$ cat src/rtl/xgmii_pktgen_pkg.sv
// Shared XGMII constants, FSM state encoding and the 64-bit-wide reflected
// Ethernet CRC-32 step used by the test-frame generator.
package xgmii_pktgen_pkg;

    localparam logic [7:0]  XGMII_IDLE      = 8'h07;
    localparam logic [7:0]  XGMII_START     = 8'hfb;
    localparam logic [7:0]  XGMII_TERM      = 8'hfd;
    localparam logic [7:0]  XGMII_ERROR     = 8'hfe;
    localparam logic [63:0] XGMII_IDLE_WORD = 64'h0707070707070707;
    localparam logic [63:0] XGMII_PREAMBLE  = 64'hd5555555555555fb;

    typedef enum logic [2:0] {
        ST_IDLE,
        ST_PRE,
        ST_DATA,
        ST_FCS,
        ST_GAP
    } state_e;

    // Lane 0 goes first and each byte is consumed LSB first.
    function automatic logic [31:0] crc32_next64(input logic [31:0] crc,
                                                 input logic [63:0] data);
        logic [31:0] c;
        c = crc;
        for (int i = 0; i < 64; i++) begin
            if (c[0] ^ data[i]) c = (c >> 1) ^ 32'hedb88320;
            else                c = c >> 1;
        end
        return c;
    endfunction

endpackage

$ cat src/rtl/xgmii_pktgen_crc64.sv
// Registered Ethernet CRC-32 consuming one 64-bit word per enabled cycle.
// fcs_next is the complemented next-state CRC, ready to place on the wire.
module xgmii_crc64
    import xgmii_pktgen_pkg::*;
(
    input  logic        xgemac_clk_156,
    input  logic        sys_rst,
    input  logic        clr,
    input  logic        en,
    input  logic [63:0] data,
    output logic [31:0] fcs_next
);

    logic [31:0] crc_q;
    logic [31:0] crc_d;
    logic [31:0] crc_step;

    always_comb begin
        crc_step = crc32_next64(crc_q, data);
        crc_d    = crc_q;
        if (clr)     crc_d = 32'hffffffff;
        else if (en) crc_d = crc_step;
    end

    assign fcs_next = ~crc_step;

    always_ff @(posedge xgemac_clk_156 or posedge sys_rst) begin
        if (sys_rst) crc_q <= 32'hffffffff;
        else         crc_q <= crc_d;
    end

endmodule

$ cat src/rtl/xgmii_pktgen.sv
// 10GbE test-frame generator: bursts or continuous frames carrying a sequence
// number and transmit timestamp, with a CRC-32 FCS, on one 64-bit XGMII lane set.
//
//   state | meaning
//   IDLE  | idle words, waiting for start
//   PRE   | start/preamble word
//   DATA  | header words then byte-index payload
//   FCS   | FCS in lanes 0-3, terminate in lane 4
//   GAP   | inter-frame idle words
module xgmii_pktgen
    import xgmii_pktgen_pkg::*;
#(
    parameter logic [47:0] DST_MAC   = 48'hffffffffffff,
    parameter logic [47:0] SRC_MAC   = 48'h001122334455,
    parameter logic [15:0] ETHERTYPE = 16'h88b5,
    parameter int          MAX_WORDS = 190
)(
    input  logic        xgemac_clk_156,
    input  logic        sys_rst,
    input  logic        start,
    input  logic        stop,
    input  logic [7:0]  cfg_frame_words,
    input  logic [7:0]  cfg_ifg_words,
    input  logic [31:0] cfg_burst,
    output logic [63:0] xgmii_txd,
    output logic [7:0]  xgmii_txc,
    output logic        busy,
    output logic        done,
    output logic [31:0] ts_count,
    output logic [31:0] tx_frames
);

    localparam logic [7:0] MAX_W     = 8'(MAX_WORDS);
    localparam logic [7:0] MIN_FRAME = 8'd8;
    localparam logic [7:0] MIN_IFG   = 8'd2;

    state_e      state_q, state_d;
    logic        run_end_q, run_end_d;
    logic [7:0]  word_idx_q, word_idx_d;
    logic [7:0]  gap_cnt_q, gap_cnt_d;
    logic [7:0]  frame_words_q, frame_words_d;
    logic [7:0]  ifg_q, ifg_d;
    logic        cont_q, cont_d;
    logic [31:0] burst_rem_q, burst_rem_d;
    logic        stop_seen_q, stop_seen_d;
    logic [31:0] seq_q, seq_d;
    logic [31:0] ts_q, ts_d;
    logic [31:0] ts_count_q, ts_count_d;
    logic [31:0] tx_frames_q, tx_frames_d;
    logic [63:0] txd_q, txd_d;
    logic [7:0]  txc_q, txc_d;
    logic        busy_q, busy_d;
    logic        done_q, done_d;

    logic [7:0]       frame_clamp, ifg_clamp;
    logic             start_ok, stop_eff, last_word, burst_hit;
    logic [7:0][7:0]  data_bytes;
    logic [63:0]      data_word;
    logic [31:0]      fcs_next;

    always_comb begin
        frame_clamp = cfg_frame_words;
        if (cfg_frame_words < MIN_FRAME)  frame_clamp = MIN_FRAME;
        else if (cfg_frame_words > MAX_W) frame_clamp = MAX_W;
        ifg_clamp = (cfg_ifg_words < MIN_IFG) ? MIN_IFG : cfg_ifg_words;
    end

    // A start landing while the last gap word is still on the wire is dropped.
    assign start_ok  = start && !run_end_q;
    assign stop_eff  = stop_seen_q | stop;
    assign last_word = (word_idx_q == frame_words_q - 8'd1);
    assign burst_hit = !cont_q && (burst_rem_q == 32'd0);

    always_ff @(posedge xgemac_clk_156 or posedge sys_rst) begin
        if (sys_rst) begin
            state_q   <= ST_IDLE;
            run_end_q <= 1'b0;
        end else begin
            state_q   <= state_d;
            run_end_q <= run_end_d;
        end
    end

    always_comb begin
        state_d   = state_q;
        run_end_d = 1'b0;
        case (state_q)
            ST_IDLE: if (start_ok) state_d = ST_PRE;
            ST_PRE:  state_d = ST_DATA;
            ST_DATA: if (last_word) state_d = ST_FCS;
            ST_FCS:  state_d = ST_GAP;
            ST_GAP: begin
                if (gap_cnt_q == 8'd0) begin
                    if (burst_hit || stop_eff) begin
                        state_d   = ST_IDLE;
                        run_end_d = 1'b1;
                    end else begin
                        state_d = ST_PRE;
                    end
                end
            end
            default: state_d = ST_IDLE;
        endcase
    end

    always_comb begin
        word_idx_d    = word_idx_q;
        gap_cnt_d     = gap_cnt_q;
        frame_words_d = frame_words_q;
        ifg_d         = ifg_q;
        cont_d        = cont_q;
        burst_rem_d   = burst_rem_q;
        stop_seen_d   = stop_eff;
        seq_d         = seq_q;
        ts_d          = ts_q;
        tx_frames_d   = tx_frames_q;
        ts_count_d    = ts_count_q + 32'd1;
        case (state_q)
            ST_IDLE: begin
                stop_seen_d = 1'b0;
                if (start_ok) begin
                    frame_words_d = frame_clamp;
                    ifg_d         = ifg_clamp;
                    cont_d        = (cfg_burst == 32'd0);
                    burst_rem_d   = cfg_burst;
                    seq_d         = 32'd0;
                    stop_seen_d   = stop;
                end
            end
            ST_PRE: begin
                word_idx_d = 8'd0;
                ts_d       = ts_count_q + 32'd1;
            end
            // Hold the index on the last word so the FCS cycle still sees it.
            ST_DATA: if (!last_word) word_idx_d = word_idx_q + 8'd1;
            ST_FCS: begin
                gap_cnt_d   = ifg_q - 8'd1;
                seq_d       = seq_q + 32'd1;
                tx_frames_d = tx_frames_q + 32'd1;
                if (!cont_q) burst_rem_d = burst_rem_q - 32'd1;
            end
            ST_GAP: begin
                if (gap_cnt_q == 8'd0) stop_seen_d = 1'b0;
                else                   gap_cnt_d   = gap_cnt_q - 8'd1;
            end
            default: ;
        endcase
    end

    always_ff @(posedge xgemac_clk_156 or posedge sys_rst) begin
        if (sys_rst) begin
            word_idx_q    <= 8'd0;
            gap_cnt_q     <= 8'd0;
            frame_words_q <= MIN_FRAME;
            ifg_q         <= MIN_IFG;
            cont_q        <= 1'b0;
            burst_rem_q   <= 32'd0;
            stop_seen_q   <= 1'b0;
            seq_q         <= 32'd0;
            ts_q          <= 32'd0;
            ts_count_q    <= 32'd0;
            tx_frames_q   <= 32'd0;
        end else begin
            word_idx_q    <= word_idx_d;
            gap_cnt_q     <= gap_cnt_d;
            frame_words_q <= frame_words_d;
            ifg_q         <= ifg_d;
            cont_q        <= cont_d;
            burst_rem_q   <= burst_rem_d;
            stop_seen_q   <= stop_seen_d;
            seq_q         <= seq_d;
            ts_q          <= ts_d;
            ts_count_q    <= ts_count_d;
            tx_frames_q   <= tx_frames_d;
        end
    end

    always_comb begin
        for (int i = 0; i < 8; i++) data_bytes[i] = {word_idx_q[4:0], 3'(i)};
        case (word_idx_q)
            8'd0: begin
                for (int i = 0; i < 6; i++) data_bytes[i] = DST_MAC[47-8*i -: 8];
                data_bytes[6] = SRC_MAC[47:40];
                data_bytes[7] = SRC_MAC[39:32];
            end
            8'd1: begin
                for (int i = 0; i < 4; i++) data_bytes[i] = SRC_MAC[31-8*i -: 8];
                data_bytes[4] = ETHERTYPE[15:8];
                data_bytes[5] = ETHERTYPE[7:0];
                data_bytes[6] = seq_q[31:24];
                data_bytes[7] = seq_q[23:16];
            end
            8'd2: begin
                data_bytes[0] = seq_q[15:8];
                data_bytes[1] = seq_q[7:0];
                for (int i = 0; i < 4; i++) data_bytes[2+i] = ts_q[31-8*i -: 8];
                data_bytes[6] = 8'h00;
                data_bytes[7] = 8'h00;
            end
            default: ;
        endcase
    end

    assign data_word = data_bytes;

    xgmii_crc64 u_crc (
        .xgemac_clk_156 (xgemac_clk_156),
        .sys_rst        (sys_rst),
        .clr            (state_q == ST_PRE),
        .en             ((state_q == ST_DATA) && !last_word),
        .data           (data_word),
        .fcs_next       (fcs_next)
    );

    always_comb begin
        txd_d  = XGMII_IDLE_WORD;
        txc_d  = 8'hff;
        busy_d = (state_q != ST_IDLE);
        done_d = run_end_q;
        case (state_q)
            ST_PRE: begin
                txd_d = XGMII_PREAMBLE;
                txc_d = 8'h01;
            end
            ST_DATA: begin
                txd_d = data_word;
                txc_d = 8'h00;
            end
            ST_FCS: begin
                txd_d = {XGMII_IDLE, XGMII_IDLE, XGMII_IDLE, XGMII_TERM, fcs_next};
                txc_d = 8'hf0;
            end
            default: ;
        endcase
    end

    always_ff @(posedge xgemac_clk_156 or posedge sys_rst) begin
        if (sys_rst) begin
            txd_q  <= XGMII_IDLE_WORD;
            txc_q  <= 8'hff;
            busy_q <= 1'b0;
            done_q <= 1'b0;
        end else begin
            txd_q  <= txd_d;
            txc_q  <= txc_d;
            busy_q <= busy_d;
            done_q <= done_d;
        end
    end

    assign xgmii_txd = txd_q;
    assign xgmii_txc = txc_q;
    assign busy      = busy_q;
    assign done      = done_q;
    assign ts_count  = ts_count_q;
    assign tx_frames = tx_frames_q;

endmodule

$ cat config.mk
export PLATFORM = sky130hd
export DESIGN_NAME = xgmii_pktgen
export DESIGN_NICKNAME = d
export VERILOG_FILES = /design/src/rtl/xgmii_pktgen_pkg.sv /design/src/rtl/xgmii_pktgen_crc64.sv /design/src/rtl/xgmii_pktgen.sv
export SDC_FILE = /design/constraint.sdc
export NUM_CORES = 1
export LEC_CHECK = 0
export CAP_MARGIN = 30
export CORE_MARGIN = 4
export CORE_UTILIZATION = 50
export DETAILED_ROUTE_END_ITERATION = 7
export PLACE_DENSITY_LB_ADDON = 0.05
export SETUP_SLACK_MARGIN = 0.15
export SLEW_MARGIN = 15
export SYNTH_ARGS = -nofsm -noshare
export SYNTH_HDL_FRONTEND = slang
export SYNTH_SLANG_ARGS = --single-unit
$ cat constraint.sdc
create_clock -name xgemac_clk_156 -period 16.5 [get_ports xgemac_clk_156]
set_clock_uncertainty 0.1 [all_clocks]
set_input_delay 4.95 -clock xgemac_clk_156 [delete_from_list [all_inputs] [get_ports xgemac_clk_156]]
set_output_delay 4.95 -clock xgemac_clk_156 [all_outputs]
set_load 0.01 [all_outputs]
==> results of run 1 <==
cell usage after synthesis, types with 19 or more instances:
cell type	count
sky130_fd_sc_hd__a21oi_1	125
sky130_fd_sc_hd__and3_1	27
sky130_fd_sc_hd__clkbuf_1	87
sky130_fd_sc_hd__dfrtp_1	238
sky130_fd_sc_hd__dfstp_2	61
sky130_fd_sc_hd__inv_1	29
sky130_fd_sc_hd__mux2i_1	39
sky130_fd_sc_hd__nand2_1	257
sky130_fd_sc_hd__nand3_1	80
sky130_fd_sc_hd__nand4_1	20
sky130_fd_sc_hd__nor2_1	166
sky130_fd_sc_hd__nor3_1	38
sky130_fd_sc_hd__nor4_1	19
sky130_fd_sc_hd__o21ai_0	119
sky130_fd_sc_hd__xnor2_1	332
sky130_fd_sc_hd__xnor3_1	108
sky130_fd_sc_hd__xor2_1	132
metal layers:
layer  track usage [%]  vias to the layer above
met5                 0                        -
met4             5.355                        0
met3             5.132                       82
met2             44.04                      691
met1             45.60                     8418
li1                  -                     7708
state kept, by name, indices dropped and copies added (netlist names):
register	flops
gap_cnt_q	8
xgmii_txd	64
done_d	1
xgmii_txc	3
tx_frames	32
done	1
cont_q	1
stop_seen_q	1
seq_q	32
busy	1
ifg_q	8
u_crc.crc_q	32
word_idx_q	8
ts_q	32
frame_words_q	8
state_q	3
burst_rem_q	32
ts_count	32
cell families (layout without fill, tap and decap cells):
logic type,after synthesis,in the layout,synth area share [%]
and+or+nand+nor,677,677,14.27
xor gates and xnor gates,629,629,35.42
AOI/OAI and AO/OA,373,373,10.27
DFF,299,299,34.73
buffers and inverters,149,314,2.777
muxes,42,42,1.949
adders and majority gates,10,10,0.5749
path summary, 6_finish.rpt:
check	slack, ns	to	from	cells past startpoint
worst max-delay path	6.92	xgmii_txd[27]	word_idx_q[1]	20
worst min-delay path	0.29	done	done_d	0
worst max register to register	6.92	xgmii_txd[27]	word_idx_q[1]	20
worst min register to register	0.29	done	done_d	0
max in group asynchronous	10.09	u_crc.crc_q[23]	sys_rst	5
min in group asynchronous	4.73	tx_frames[22]	sys_rst	2
layout make-up:
cell class / count / area [sq um]
flip-flops and latches: 299 / 7560
inverters: 32 / 127.6
well taps: 585 / 732.0
repair buffers: 219 / 2170
clock buffers: 49 / 998.5
fillers: 3743 / 17700
multi-input cells: 1731 / 13650
clock inverters: 14 / 142.6
through the flow:
stage | instances | instance area [sq um] | hold WS, ns | setup slack, ns | util (%)
final | 2929 | 25380 | 0.2855 | 6.925 | 58.92
after global routing | 2929 | 25380 | 0.2908 | 6.548 | 58.92
after CTS | 2927 | 25330 | 0.2841 | 7.089 | 58.81
after detailed placement | 2864 | 24190 | 0.2844 | 7.112 | 56.16
after global placement | 2862 | 24160 | 0.2817 | 7.150 | 56.08
after floorplan | 2179 | 21760 | 0.2664 | 3.290 | -
worst max-delay path: stages, from the launching register on:
cell and delay, ns:
sky130_fd_sc_hd__dfrtp_1 0.60, sky130_fd_sc_hd__inv_1 0.17, sky130_fd_sc_hd__ha_1 0.50, sky130_fd_sc_hd__nor2_1 0.61
sky130_fd_sc_hd__nand4_1 0.74, sky130_fd_sc_hd__a2bb2oi_2 0.37, sky130_fd_sc_hd__xnor2_1 0.67, sky130_fd_sc_hd__xnor3_1 0.48
sky130_fd_sc_hd__xnor3_1 0.38, sky130_fd_sc_hd__xor2_1 0.36, sky130_fd_sc_hd__xnor3_1 0.53, sky130_fd_sc_hd__xor3_1 0.39
sky130_fd_sc_hd__xnor3_1 0.52, sky130_fd_sc_hd__xnor3_1 0.41, sky130_fd_sc_hd__xnor2_1 0.39, sky130_fd_sc_hd__xor2_2 0.70
sky130_fd_sc_hd__xnor2_4 0.29, sky130_fd_sc_hd__xnor3_1 0.56, sky130_fd_sc_hd__xnor2_1 0.39, sky130_fd_sc_hd__mux2i_1 0.19
sky130_fd_sc_hd__nor2_1 0.13
==> metrics.txt, run 1 <==
result of the run finished clean; register clock-pin slew on the reported worst setup and hold paths 0.06 ns; most common cell after layout, fill and taps aside sky130_fd_sc_hd__xnor2_1; Vert. Die Dim roughly 220 microns; final worst path period share roughly three fifths; sequential cell area fraction in the yosys report a little over a third; Max-cap violations 0; post-synthesis sequential element count 299; CTS tree built; Post-Synthesis Mean Instance Area approximately 10 sq um; cell count after synthesis 2179; H-Tree Level Count 2; Resized Gates After CTS 0; nature of the critical path startpoint flip-flop; clock latency on the worst-skew pair 0.56 ns; met2 WL 30.66 mm; initial antenna violation count 0; Layout area overhead 16.62%; post-synthesis instance area 21760 sq um; data required time of the worst path 16.89 ns; total global-route track usage 29.48%; total length of routed met3 wires approximately 5.3 mm; grt ovf 0; count of nets after finishing 2380; number of endpoints failing setup at the final stage 0; hold violation count in the final report 0; post-synthesis net count 2241; maximum buffer depth of the clock tree 3; largest cells by area after synthesis sky130_fd_sc_hd__dfrtp_1 27%, sky130_fd_sc_hd__xnor2_1 13%, sky130_fd_sc_hd__xnor3_1 11%; via count of the first global-routing pass 16490; first-pass GRT wire length between 100 and 150 mm; kind of end point of the critical path flip-flop; Cell Rows 76; RD Place Congestion 0.9611; relative slew slack 28.58%; number of antenna repair diodes 0; initial cell density of the core 50.52%; critical path data arrival time 9.96 ns; Unique masters post-synth 83; final routed wirelength across all metal layers 69.78 mm; Final TNS setup 0 ns; IO Pins 190; largest net degree at the start of global routing 81; postcts setup bufs 0; ANT nets after route 0; highest achievable clock rate around 0.10 GHz; shortest period the worst path allows 9.575 ns; # clock sinks 299; total clock buffers created by CTS 35; RSZ-0062 raised after global routing false; CTS hold repair buffers 0; top metal layer carrying routed signals met4; largest fanout on the critical path 22; average via count per standard cell 5.770; core area 43080 sq um; # port buffers 189; number of DRC violations after detailed routing 0; Final HPWL DP 53.24 mm; cell taking the most area after synthesis sky130_fd_sc_hd__dfrtp_1; final number of max-transition violations 0; fraction of layout instances using a drive strength above 1 9.428%; die width 216.6 microns; number of warnings reported in the yosys synthesis log 0; share of the synthesized area in the top cell type 27.37%; hold crit path type reg -> reg; total iterations of the first detailed-routing run 5; WL/cell 23.82 microns; total via count after detailed routing 16900; Post-synth ARST share 100.0%; actual slew at the worst max-slew pin 1.060 ns; CTS root buf sky130_fd_sc_hd__clkbuf_16; number of design-rule violations left by the first detailed-router iteration 1637; die footprint about 47000 sq um; prevailing post-synth register cell sky130_fd_sc_hd__dfrtp_1; Worst Setup Path Type reg -> reg; routed metal-1 wire length 32.61 mm; EDFF count, synth 0; most frequent cells in the layout 332 x sky130_fd_sc_hd__xnor2_1, 256 x sky130_fd_sc_hd__nand2_1, 237 x sky130_fd_sc_hd__dfrtp_1, 189 x sky130_fd_sc_hd__clkdlybuf4s50_1, 164 x sky130_fd_sc_hd__nor2_1
Power of run 1 is left out: the tool's default activity adds up to more than one toggle a clock period on the data nets, which glitch-free logic cannot reach.
==> run 2, diff against run 1 <==
- clock period: 16.5 -> 8.4 ns (I/O delays scaled with it)
==> run 2 against run 1 <==
  * Cell count rose by 2.6%
  * Die area did not move
  * Critical path depth fell by 1
  * Sequential cell count did not move
  * Register-to-register slack got worse by 6.5 ns
  * Utilization rose by 1.5 points
  * Cell area rose by 2.6%
  * Critical endpoint is now xgmii_txd[22]
  * Largest cell class unchanged
==> metrics.txt, run 2 (synthesized netlist as in run 1, its figures left out) <==
result of the run finished clean; RD Place Congestion 0.9947 (+3.5%); most common cell after layout, fill and taps aside sky130_fd_sc_hd__xnor2_1; total clock buffers created by CTS 35 (unchanged); Crit Reg-Reg Startpoint word_idx_q[5]; number of endpoints failing setup at the final stage 0 (unchanged); kind of end point of the critical path flip-flop; Cell Rows 76 (unchanged); cell count of the worst reg-to-reg path 19 (-5.0%); number of fillers in the final layout 3695 (-1.3%); total via count after detailed routing 17110 (+1.2%); Vert. Die Dim 216.6 microns (unchanged); Layout area overhead 19.63%; final worst path period share 95.02% (+37 points); Max-cap violations 0 (unchanged); relative slew slack 33.90% (+5.3 points); CTS tree built; # clock sinks 299 (unchanged); end of the worst register-to-register path xgmii_txd[22]; highest achievable clock rate 0.1253 GHz (+20%); critical path capture point xgmii_txd[22]; maximum buffer depth of the clock tree 3 (unchanged); Final TNS setup 0 ns (unchanged); final routed wirelength across all metal layers 69.97 mm (+0.28%); nature of the critical path startpoint flip-flop; reg2reg setup slack 0.42 ns (-6.51 ns); number of DRC violations after detailed routing 0 (unchanged); Largest register FFs 64 (unchanged); core area 43080 sq um (unchanged); count of nets after finishing 2455 (+3.2%); ANT nets after route 0 (unchanged); dpl cell area 24690 sq um (+2.1%); number of antenna repair diodes 0 (unchanged); RSZ-0062 raised after global routing false; actual slew at the worst max-slew pin 0.9916 ns (-0.06848 ns); CP max stage delay 0.72 ns (-0.02 ns); clock latency on the worst-skew pair 0.55 ns (about the same); register clock-pin slew on the reported worst setup and hold paths 0.06 ns (about the same); CTS root buf sky130_fd_sc_hd__clkbuf_16; initial antenna violation count 0 (unchanged); IO Pins 190 (unchanged); via count of the first global-routing pass 16600 (+0.69%); largest fanout on the critical path 13 (-41%); final number of max-transition violations 0 (unchanged); critical path data arrival time 8.32 ns (-1.64 ns); hold violation count in the final report 0 (unchanged); worst hold-check slack 0.2973 ns (+0.01187 ns); WL/cell 23.29 microns (-2.2%); number of design-rule violations left by the first detailed-router iteration 1768 (+8.0%); worst setup path start word_idx_q[5]; average via count per standard cell 5.695 (-1.3%); fraction of layout instances using a drive strength above 1 12.32% (+2.9 points); cells along the critical path or4_4, o31ai_2, o21a_2, xnor2_4, xnor3_1, xnor3_1, buf_4, xnor2_2, xnor3_2, xor3_1, xnor3_1, xnor2_2, xnor3_2, xnor3_2, xnor2_4, xnor2_2, xor3_1, a221oi_1, nor2_1; data required time of the worst path 8.74 ns (-8.15 ns); Worst Setup Path Type reg -> reg; die footprint 46930 sq um (unchanged); first-pass GRT wire length 106.0 mm (-0.13%); # port buffers 189 (unchanged); total iterations of the first detailed-routing run 5 (unchanged); most frequent cells in the layout 331 x sky130_fd_sc_hd__xnor2_1, 256 x sky130_fd_sc_hd__nand2_1, 237 x sky130_fd_sc_hd__dfrtp_1, 189 x sky130_fd_sc_hd__clkdlybuf4s50_1, 163 x sky130_fd_sc_hd__nor2_1; grt ovf 0 (unchanged); initial cell density of the core 50.52% (unchanged); H-Tree Level Count 2 (unchanged); shortest period the worst path allows 7.981 ns (-1.594 ns); hold crit path type reg -> reg; CTS hold repair buffers 0 (unchanged); largest net degree at the start of global routing 167 (+110%); total global-route track usage 29.62% (+0.14 points); master of the slowest instance on the critical path sky130_fd_sc_hd__or4_4; Final HPWL DP 53.95 mm (+1.3%); die width 216.6 microns (unchanged); final non-filler cell area 26030 sq um (+2.6%)
run 2: cell count changes in the layout (fill, tap and decap cells not counted), sizes merged:
cell	before	now
clkinvlp	1	4
buf	30	104
clkinv	12	10
inv	32	30
bufinv	1	3
run 2: worst min-delay path by stage:
stage / start / end / cells past startpoint
floorplan: done_d / done / 0
finish: done_d / done / 0
global placement: done_d / done / 0
global route: done_d / done / 0
detailed placement: done_d / done / 0
CTS: done_d / done / 0
run 2: final cells by class:
class | count | area (sq um) | area share, %
clock buffer | 48 | 954.7 | 3.667
sequential | 299 | 7560 | 29.04
multi-input combinational | 1731 | 13700 | 52.64
inverter | 32 | 123.9 | 0.4758
tap | 585 | 732.0 | 2.812
clock inverter | 15 | 211.5 | 0.8122
timing repair buffer | 294 | 2748 | 10.55
run 2: routing by layer:
layer	global-route usage [%]	wire length [microns]	part of all wire, %
met3	6.436	5702	8.1
met5	0	0	0
met2	43.97	30370	43
met1	44.54	32120	46
met4	7.147	1780	2.5
run 2: through the flow:
stage / utilization (%) / instances / setup slack (ns)
6_report: 60.44 / 3004 / 0.4186
5_1_grt: 60.44 / 3004 / 0.1910
4_1_cts: 60.04 / 2994 / 0.2126
3_5_place_dp: 57.33 / 2931 / 0.2601
3_3_place_gp: 57.33 / 2931 / 0.3809
2_1_floorplan: - / 2179 / 0.7577
run 2: critical path, delay by kind of cell (launching register included):
family	cells	cell delay, ns
flip-flops	1	0.53
XOR/XNOR	13	5.17
AO/OA/AOI/OAI	3	1.04
AND/OR/NAND/NOR	2	0.79
buffers and inverters	1	0.21
run 2: repair_timing:
action,in CTS,in global routing
buffers inserted,0,6
setup endpoints to repair,0,48
gates resized for setup,0,8
Power of run 2 is left out for the same reason.
==> run 3, diff against run 2 <==
- CTS_CLUSTER_DIAMETER: default -> 60
==> run 3 against run 2 <==
  * Non-clock buffer count unchanged
  * Sequential cell count unchanged
  * Count of clock-buffer cells in the layout up 3
  * Die area unchanged
  * Worst setup slack worse by 0.053 ns
  * Global-route usage down 0.052 points
  * Cell count up 0.13%
  * Critical path depth unchanged
  * Cell area up 0.33%
  * Highest routed layer unchanged
==> metrics.txt, run 3 (synthesized netlist as in run 1, its figures left out) <==
result of the run finished clean; Worst Setup Path Type reg -> reg; number of design-rule violations left by the first detailed-router iteration 1643 (-7.1%); nature of the critical path startpoint flip-flop; total clock buffers created by CTS 37 (+5.7%); reg2reg setup slack 0.37 ns (-0.05 ns); met2 usage in global routing 44.12% (+0.15 points); number of antenna repair diodes 0 (unchanged); kind of end point of the critical path flip-flop; routing usage on met3 5.861% (-0.57 points); Crit Reg-Reg Startpoint word_idx_q[5]; Vert. Die Dim 216.6 microns (unchanged); number of endpoints failing setup at the final stage 0 (unchanged); critical path data arrival time 8.37 ns (+0.05 ns); Layout area overhead 20.03%; die footprint 46930 sq um (unchanged); master of the slowest instance on the critical path sky130_fd_sc_hd__or4_4; Final TNS setup 0 ns (unchanged); final worst path period share 95.65% (+0.63 points); cell count of the worst reg-to-reg path 19 (unchanged); data required time of the worst path 8.74 ns (about the same); ANT nets after route 0 (unchanged); clock latency on the worst-skew pair 0.55 ns (about the same); most frequent cells in the layout 331 x sky130_fd_sc_hd__xnor2_1, 256 x sky130_fd_sc_hd__nand2_1, 237 x sky130_fd_sc_hd__dfrtp_1, 189 x sky130_fd_sc_hd__clkdlybuf4s50_1, 163 x sky130_fd_sc_hd__nor2_1; number of fillers in the final layout 3707 (+0.32%); Setup WS post-layout 0.3657 ns (-0.05288 ns); initial cell density of the core 50.52% (unchanged); most common cell after layout, fill and taps aside sky130_fd_sc_hd__xnor2_1; relative slew slack 36.12% (+2.2 points); H-Tree Level Count 2 (unchanged); Largest register FFs 64 (unchanged); core area 43080 sq um (unchanged); # clock sinks 299 (unchanged); largest net degree at the start of global routing 167 (unchanged); CTS tree built; hold path depth 0 (unchanged); register clock-pin slew on the reported worst setup and hold paths 0.06 ns (about the same); global-route met1 utilization 44.35% (-0.19 points); initial antenna violation count 0 (unchanged); CTS hold repair buffers 0 (unchanged); total via count after detailed routing 17120 (+0.053%); # port buffers 189 (unchanged); hold crit path type reg -> reg; end of the worst register-to-register path xgmii_txd[20]; final number of max-transition violations 0 (unchanged); WL/cell 23.29 microns (about the same); total global-route track usage 29.57% (-0.052 points); first-pass GRT wire length 106.0 mm (about the same); RSZ-0062 raised after global routing false; grt ovf 0 (unchanged); shortest period the worst path allows 8.034 ns (+0.05288 ns); average via count per standard cell 5.691 (about the same); RD Place Congestion 0.9947 (unchanged); die width 216.6 microns (unchanged); utilization of the core after routing 60.64% (+0.20 points); IO Pins 190 (unchanged); via count of the first global-routing pass 16640 (+0.22%); final routed wirelength across all metal layers 70.05 mm (+0.12%); count of nets after finishing 2457 (+0.081%); Worst path most repeated cell sky130_fd_sc_hd__xnor3_1; highest achievable clock rate 0.1245 GHz (-0.66%); fraction of layout instances using a drive strength above 1 12.55% (+0.23 points); total iterations of the first detailed-routing run 5 (unchanged); CP max stage delay 0.72 ns (about the same); CTS root buf sky130_fd_sc_hd__clkbuf_16; Max-cap violations 0 (unchanged); largest fanout on the critical path 13 (unchanged); Cell Rows 76 (unchanged); Final HPWL DP 53.95 mm (unchanged); startpoint of the worst hold path done_d; busiest metal layer after global routing met1; placement-stage worst setup slack 0.2601 ns (unchanged); maximum buffer depth of the clock tree 3 (unchanged); cells along the critical path or4_4, o31ai_2, o21a_2, xnor2_4, xnor3_1, xnor3_1, buf_4, xnor2_2, xnor3_2, xor3_1, xnor3_1, xnor2_2, xnor3_2, xnor3_2, xnor2_4, xor2_4, xnor3_1, a221oi_2, nor2_1; hold violation count in the final report 0 (unchanged); actual slew at the worst max-slew pin 0.9581 ns (-0.03341 ns); terminating pin of the worst hold path done; number of DRC violations after detailed routing 0 (unchanged)
[run 3: cell types whose count changed in the layout (fill, tap and decap cells not counted), sizes merged]
| cell | change |
|---|---|
| clkbuf | +3 |
| clkinv | -1 |
| clkinvlp | +2 |
[run 3: critical path, delay by kind of cell (launching register included)]
| kind | cells | cell delay, ns |
|---|---|---|
| xor+xnor | 13 | 5.19 |
| compound gates | 3 | 1.07 |
| simple gates | 2 | 0.79 |
| flops | 1 | 0.53 |
| buf+inv | 1 | 0.21 |
[run 3: area by class of cell]
cell class | instances | area (sq um) | area share, %
flip-flops and latches | 299 | 7560 | 28.94
inverters | 32 | 123.9 | 0.4742
multi-input cells | 1731 | 13700 | 52.47
clock inverters | 16 | 202.7 | 0.7760
repair buffers | 294 | 2748 | 10.52
well taps | 585 | 732.0 | 2.802
clock buffers | 51 | 1050 | 4.019
[run 3: metrics by stage]
| step | area (sq um) | cells | hold WS [ns] |
|---|---|---|---|
| 6_report | 26120 | 3008 | 0.2979 |
| 5_1_grt | 26120 | 3008 | 0.3165 |
| 4_1_cts | 25950 | 2998 | 0.3025 |
| 3_5_place_dp | 24690 | 2931 | 0.2864 |
| 3_3_place_gp | 24690 | 2931 | 0.2893 |
| 2_1_floorplan | 21770 | 2179 | 0.2664 |
[run 3: repair_timing]
item                                    CTS  global route
setup buffers                             0             6
endpoints found under the setup margin    0            47
resized for setup                         0             8
[run 3: how the worst max path moves through the flow]
stage,startpoint,to,slack (ns),cells past startpoint
6_report,word_idx_q[5],xgmii_txd[20],0.37,19
4_1_cts,word_idx_q[0],xgmii_txd[20],0.18,21
5_1_grt,word_idx_q[5],xgmii_txd[20],0.16,19
3_3_place_gp,word_idx_q[0],xgmii_txd[17],0.38,22
3_5_place_dp,word_idx_q[0],xgmii_txd[22],0.26,21
2_1_floorplan,word_idx_q[0],xgmii_txd[22],0.76,23
[run 3: metal layers]
layer  vias up  wire length [microns]
li1       7875                      -
met1      8465                  32430
met2       685                  30410
met3        93                   5357
met4         0                   1855
met5         -                      0
Power of run 3 is left out for the same reason.
==> patch 1 (config.mk and constraints of run 3) <==
Encoding of `state_e`: now one-hot (5 bits for 5 states).
--- a/src/rtl/xgmii_pktgen_pkg.sv
+++ b/src/rtl/xgmii_pktgen_pkg.sv
@@ -11,8 +11,8 @@
 
-    typedef enum logic [2:0] {
-        ST_IDLE,
-        ST_PRE,
-        ST_DATA,
-        ST_FCS,
-        ST_GAP
+    typedef enum logic [4:0] {
+        ST_IDLE = 5'b00001,
+        ST_PRE  = 5'b00010,
+        ST_DATA = 5'b00100,
+        ST_FCS  = 5'b01000,
+        ST_GAP  = 5'b10000
     } state_e;
Function: no difference found for any inputs over 4 cycles, from zero or initial values and one cycle with sys_rst high; so few cycles prove little.
==> patch 1 against run 3 <==
  * Synthesized area is 1.6% higher
  * Worst setup slack better by 91 ps
  * Global-route usage hardly changed
  * Core utilization is 0.48 points higher
  * Design area is 1.5% higher
  * Wire length is 0.53% higher
  * Sequential cell count is 2 higher
  * Cell count is 0.86% lower
  * Largest cell class unchanged
  * Highest routed layer is now met5
Power is not shown: default switching activity piles up to over one toggle a cycle in this logic, so the estimate is an artifact.
==> patch 1: results (changes against run 3) <==
metric,value,unit,change
status,finished clean,,
HP Start,done_d,,
dpl cells,2909,,-0.75%
gpl congestion,1.00,,+0.48%
post-CTS setup repair buffer count,0,,unchanged
Worst-Margin Slew,886,ps,-72.2 ps
max FFs per register,64,,unchanged
RR Startpoint,word_idx_q[0],,
syn nets,2211,,-1.3%
"Top FF cell, synth",dfrtp_1,,
first-pass GRT wire length,107000,microns,+1.0%
post-synthesis async set-or-reset flop share,1.00,,unchanged
CTS Buf Count,39,,+5.4%
"Distinct cells, synth",84,,+1.2%
FF-to-FF path depth,23,,+4
clk root buf,clkbuf_16,,
"Data arrival, critical path",8280,ps,-90 ps
n_diodes,0,,unchanged
initial antenna violation count,1,,+1
reg2reg end,xgmii_txd[20],,
ranking of synthesized cells by area,"dfrtp_1 27%, xnor2_1 14%, xnor3_1 12%",,
"Seq/Total Area, Yosys",0.344,,-0.00322
Skew-Pair Late Insertion Delay,560,ps,
R2R Setup Slk,460,ps,+90 ps
share of layout cells above drive strength 1,0.131,,+0.00512
CTS max path bufs,3,,unchanged
initial DRC count,1454,,-12%
Worst Hold Class,reg2reg,,
dpl hpwl,54600,microns,+1.3%
via count,16849,,-1.6%
drt wl/cell,23.6,microns,+1.4%
Via density,5.65,,-0.71%
Yosys top cell area share,0.270,,-0.00323
largest net degree at the start of global routing,147,,-12%
Nets,2428,,-1.2%
Cells after Synth,2149,,-1.4%
top post-synthesis cells by count,"345 x xnor2_1, 242 x nand2_1, 239 x dfrtp_1, 146 x xor2_1, 140 x nor2_1",,
Critical Path Fanout Max,33,,+20
total track usage,0.296,,about the same
[patch 1: cell types whose count changed in the layout (fill, tap and decap cells not counted), sizes merged, moves of 15 or more]
cell   delta
nand2    -15
nor2     -26
nand3    -27
mux2i    -31
xnor3    +25
xnor2    +22
[patch 1: layout make-up]
type | count | area [sq um]
Clock buffer | 51 | 1090
Sequential cell | 301 | 7610
Inverter | 31 | 120
Fill cell | 3740 | 16900
Tap cell | 585 | 732
Clock inverter | 21 | 280
Multi-Input combinational cell | 1714 | 14100
Timing Repair Buffer | 279 | 2610
[patch 1: timing repair]
item	in CTS	in global routing
hold buffers	0	0
pin swaps	0	0
setup endpoints to repair	1	32
gates resized for setup	1	8
[patch 1: worst max path at each step]
stage / startpoint / to / slack (ps)
global route: word_idx_q[1] / xgmii_txd[20] / 190
floorplan: word_idx_q[1] / xgmii_txd[20] / 1110
CTS: word_idx_q[0] / xgmii_txd[12] / 160
global placement: word_idx_q[0] / xgmii_txd[12] / 170
finish: word_idx_q[0] / xgmii_txd[20] / 460
detailed placement: word_idx_q[0] / xgmii_txd[12] / 110
[patch 1: kinds of logic after synthesis]
| family | Yosys count | synth area share |
|---|---|---|
| DFF | 301 | 0.344 |
| buffers and inverters | 134 | 0.0251 |
| AOI/OAI and AO/OA | 384 | 0.105 |
| adders and majority gates | 10 | 0.00566 |
| and+or+nand+nor | 632 | 0.134 |
| muxes | 10 | 0.00464 |
| xor gates and xnor gates | 678 | 0.382 |
[patch 1: critical path, cell delays in order, from the launching register on]
cell	delay, ps
dfrtp_2	530
inv_1	170
ha_4	380
buf_4	230
buf_4	190
a21oi_1	120
o31ai_1	230
buf_4	190
xor2_1	450
xnor3_1	460
xnor3_1	310
xnor3_1	270
xnor3_1	240
xnor3_1	350
xnor2_2	360
xnor3_2	520
buf_4	200
xnor2_1	350
xnor3_1	430
xnor2_4	270
xnor2_2	440
xnor3_1	500
xnor2_1	150
a221o_1	370
[patch 1: metrics by stage]
| step | setup slack [ps] | utilization | area [sq um] | hold WS (ps) |
|---|---|---|---|---|
| global placement | 167 | 0.578 | 25000 | 269 |
| floorplan | 1110 | - | 22100 | 246 |
| global route | 186 | 0.611 | 26500 | 290 |
| detailed placement | 114 | 0.578 | 25000 | 276 |
| CTS | 159 | 0.609 | 26400 | 287 |
| finish | 456 | 0.611 | 26500 | 274 |
[patch 1: layer usage]
layer | track usage | share of wire | up-vias
met5 | 0 | 0.00018 | -
met4 | 0.0876 | 0.032 | 2
met3 | 0.0574 | 0.068 | 111
met2 | 0.477 | 0.47 | 597
met1 | 0.409 | 0.43 | 8345
li1 | - | - | 7794
==> patch 2 (config.mk and constraints of run 3) <==
Made on the original files. `ETHERTYPE`: 16'h88b5 -> 16'h445a.
--- a/src/rtl/xgmii_pktgen.sv
+++ b/src/rtl/xgmii_pktgen.sv
@@ -14,3 +14,3 @@
     parameter logic [47:0] SRC_MAC   = 48'h001122334455,
-    parameter logic [15:0] ETHERTYPE = 16'h88b5,
+    parameter logic [15:0] ETHERTYPE = 16'h445a,
     parameter int          MAX_WORDS = 190
Behaviour: same outputs for any inputs over 4 cycles, from zero or initial values and one cycle with sys_rst high; that may be too few to reach the edited logic, so the function may still have changed.
==> patch 2 against run 3 <==
  * Synthesized area increased by 3.8%
  * Core utilization fell by 0.077 points
  * Sequential cell count did not move
  * Non-clock buffer count increased by 11
  * Wire length up 10%
  * Design area increased by 3.0%
  * Worst setup slack worse by 54 ps
  * Maximum frequency is 0.66% lower
Power is left out: the tool's default activity adds up to more than one toggle a clock period on the data nets, which glitch-free logic cannot reach.
==> patch 2: results (changes against run 3) <==
metric,value,unit,change
status,finished clean,,
"Reg clk slew, reported paths",60,ps,about the same
DRT Pass-1 Iters,6,,+1
largest net degree at the start of global routing,113,,-32%
dpl cells,2999,,+2.3%
ranking of synthesized cells by area,"dfrtp_1 26%, xnor2_1 12%, xnor3_1 12%",,
drt wl/cell,25.2,microns,+8.4%
dpl hpwl,60200,microns,+11%
fillers,3757,,+1.3%
top post-synthesis cells by count,"313 x xnor2_1, 244 x nand2_1, 238 x dfrtp_1, 178 x o21ai_0, 142 x xor2_1",,
slew margin rel.,0.354,,-0.00732
max incr delay on CP,700,ps,-20 ps
final hold slack,286,ps,-11.5 ps
Critical Path Fanout Max,12,,-1
clk root buf,clkbuf_16,,
gpl congestion,0.983,,-1.2%
Ys Warns,0,,unchanged
syn nets,2283,,+1.9%
"Seq/Total Area, Yosys",0.335,,-0.0127
Nets,2508,,+2.1%
Post-DP Area,0.0257,sq mm,+3.9%
via count,17918,,+4.7%
area fraction in compound gates after synthesis,0.119,,+0.0163
fin crit share,0.963,,+0.00638
total track usage,0.319,,+0.0236
Setup Slack @ Placement,-33.5,ps,-294 ps
initial DRC count,1734,,+5.5%
nature of the critical path endpoint,register,,
Avg Inst Size Synth,10.2,sq um,+1.8%
reg2reg end,xgmii_txd[0],,
"Distinct cells, synth",81,,-2.4%
CP max stage cell,or3_1,,
Via density,5.84,,+2.7%
R2R Setup Slk,310,ps,-50 ps
Hold Crit Endpoint,done,,
FF-to-FF path depth,20,,+1
"Data arrival, critical path",8480,ps,+110 ps
Synth Area in Adders,0.00554,,-0.000210
CTS max path bufs,3,,unchanged
Skew-Pair Late Insertion Delay,570,ps,+20 ps
first-pass GRT wire length,115000,microns,+8.7%
Worst Hold Class,reg2reg,,
share of layout cells above drive strength 1,0.134,,+0.00873
Port Buf Inserts,189,,unchanged
mux cell area share after synthesis,0.00587,,-0.0136
Worst setup startpoint,word_idx_q[2],,
XOR/XNOR Fraction of Synth Area,0.377,,+0.0226
HP Start,done_d,,
n_diodes,0,,unchanged
H-tree levels,2,,unchanged
-- patch 2: cell count changes in the layout (fill, tap and decap cells not counted), sizes merged, moves of 6 or more --
cell,before,now
o21ai,121,184
nor2,167,134
mux2i,39,11
xnor3,112,134
nand2,258,244
buf,104,116
inv,30,38
xor3,20,28
o211ai,8,15
nor3,39,45
-- patch 2: timing repair --
| action | in CTS | in global routing |
|---|---|---|
| setup buffers | 0 | 0 |
| endpoints found under the setup margin | 4 | 13 |
| gates resized for setup | 2 | 4 |
-- patch 2: area by class of cell --
class                   count  area [sq um]  area share
inverters                  36           139     0.00516
repair buffers            305          2810       0.104
flip-flops and latches    299          7560       0.281
well taps                 592           741      0.0275
multi-input cells        1767         14400       0.537
clock buffers              56          1060      0.0393
clock inverters            11           144     0.00535
-- patch 2: per-layer routing --
layer  track usage  routed length [microns]
met1         0.459                    33500
met2         0.485                    34100
met3        0.0751                     7290
met4        0.0953                     2490
met5             0                        0
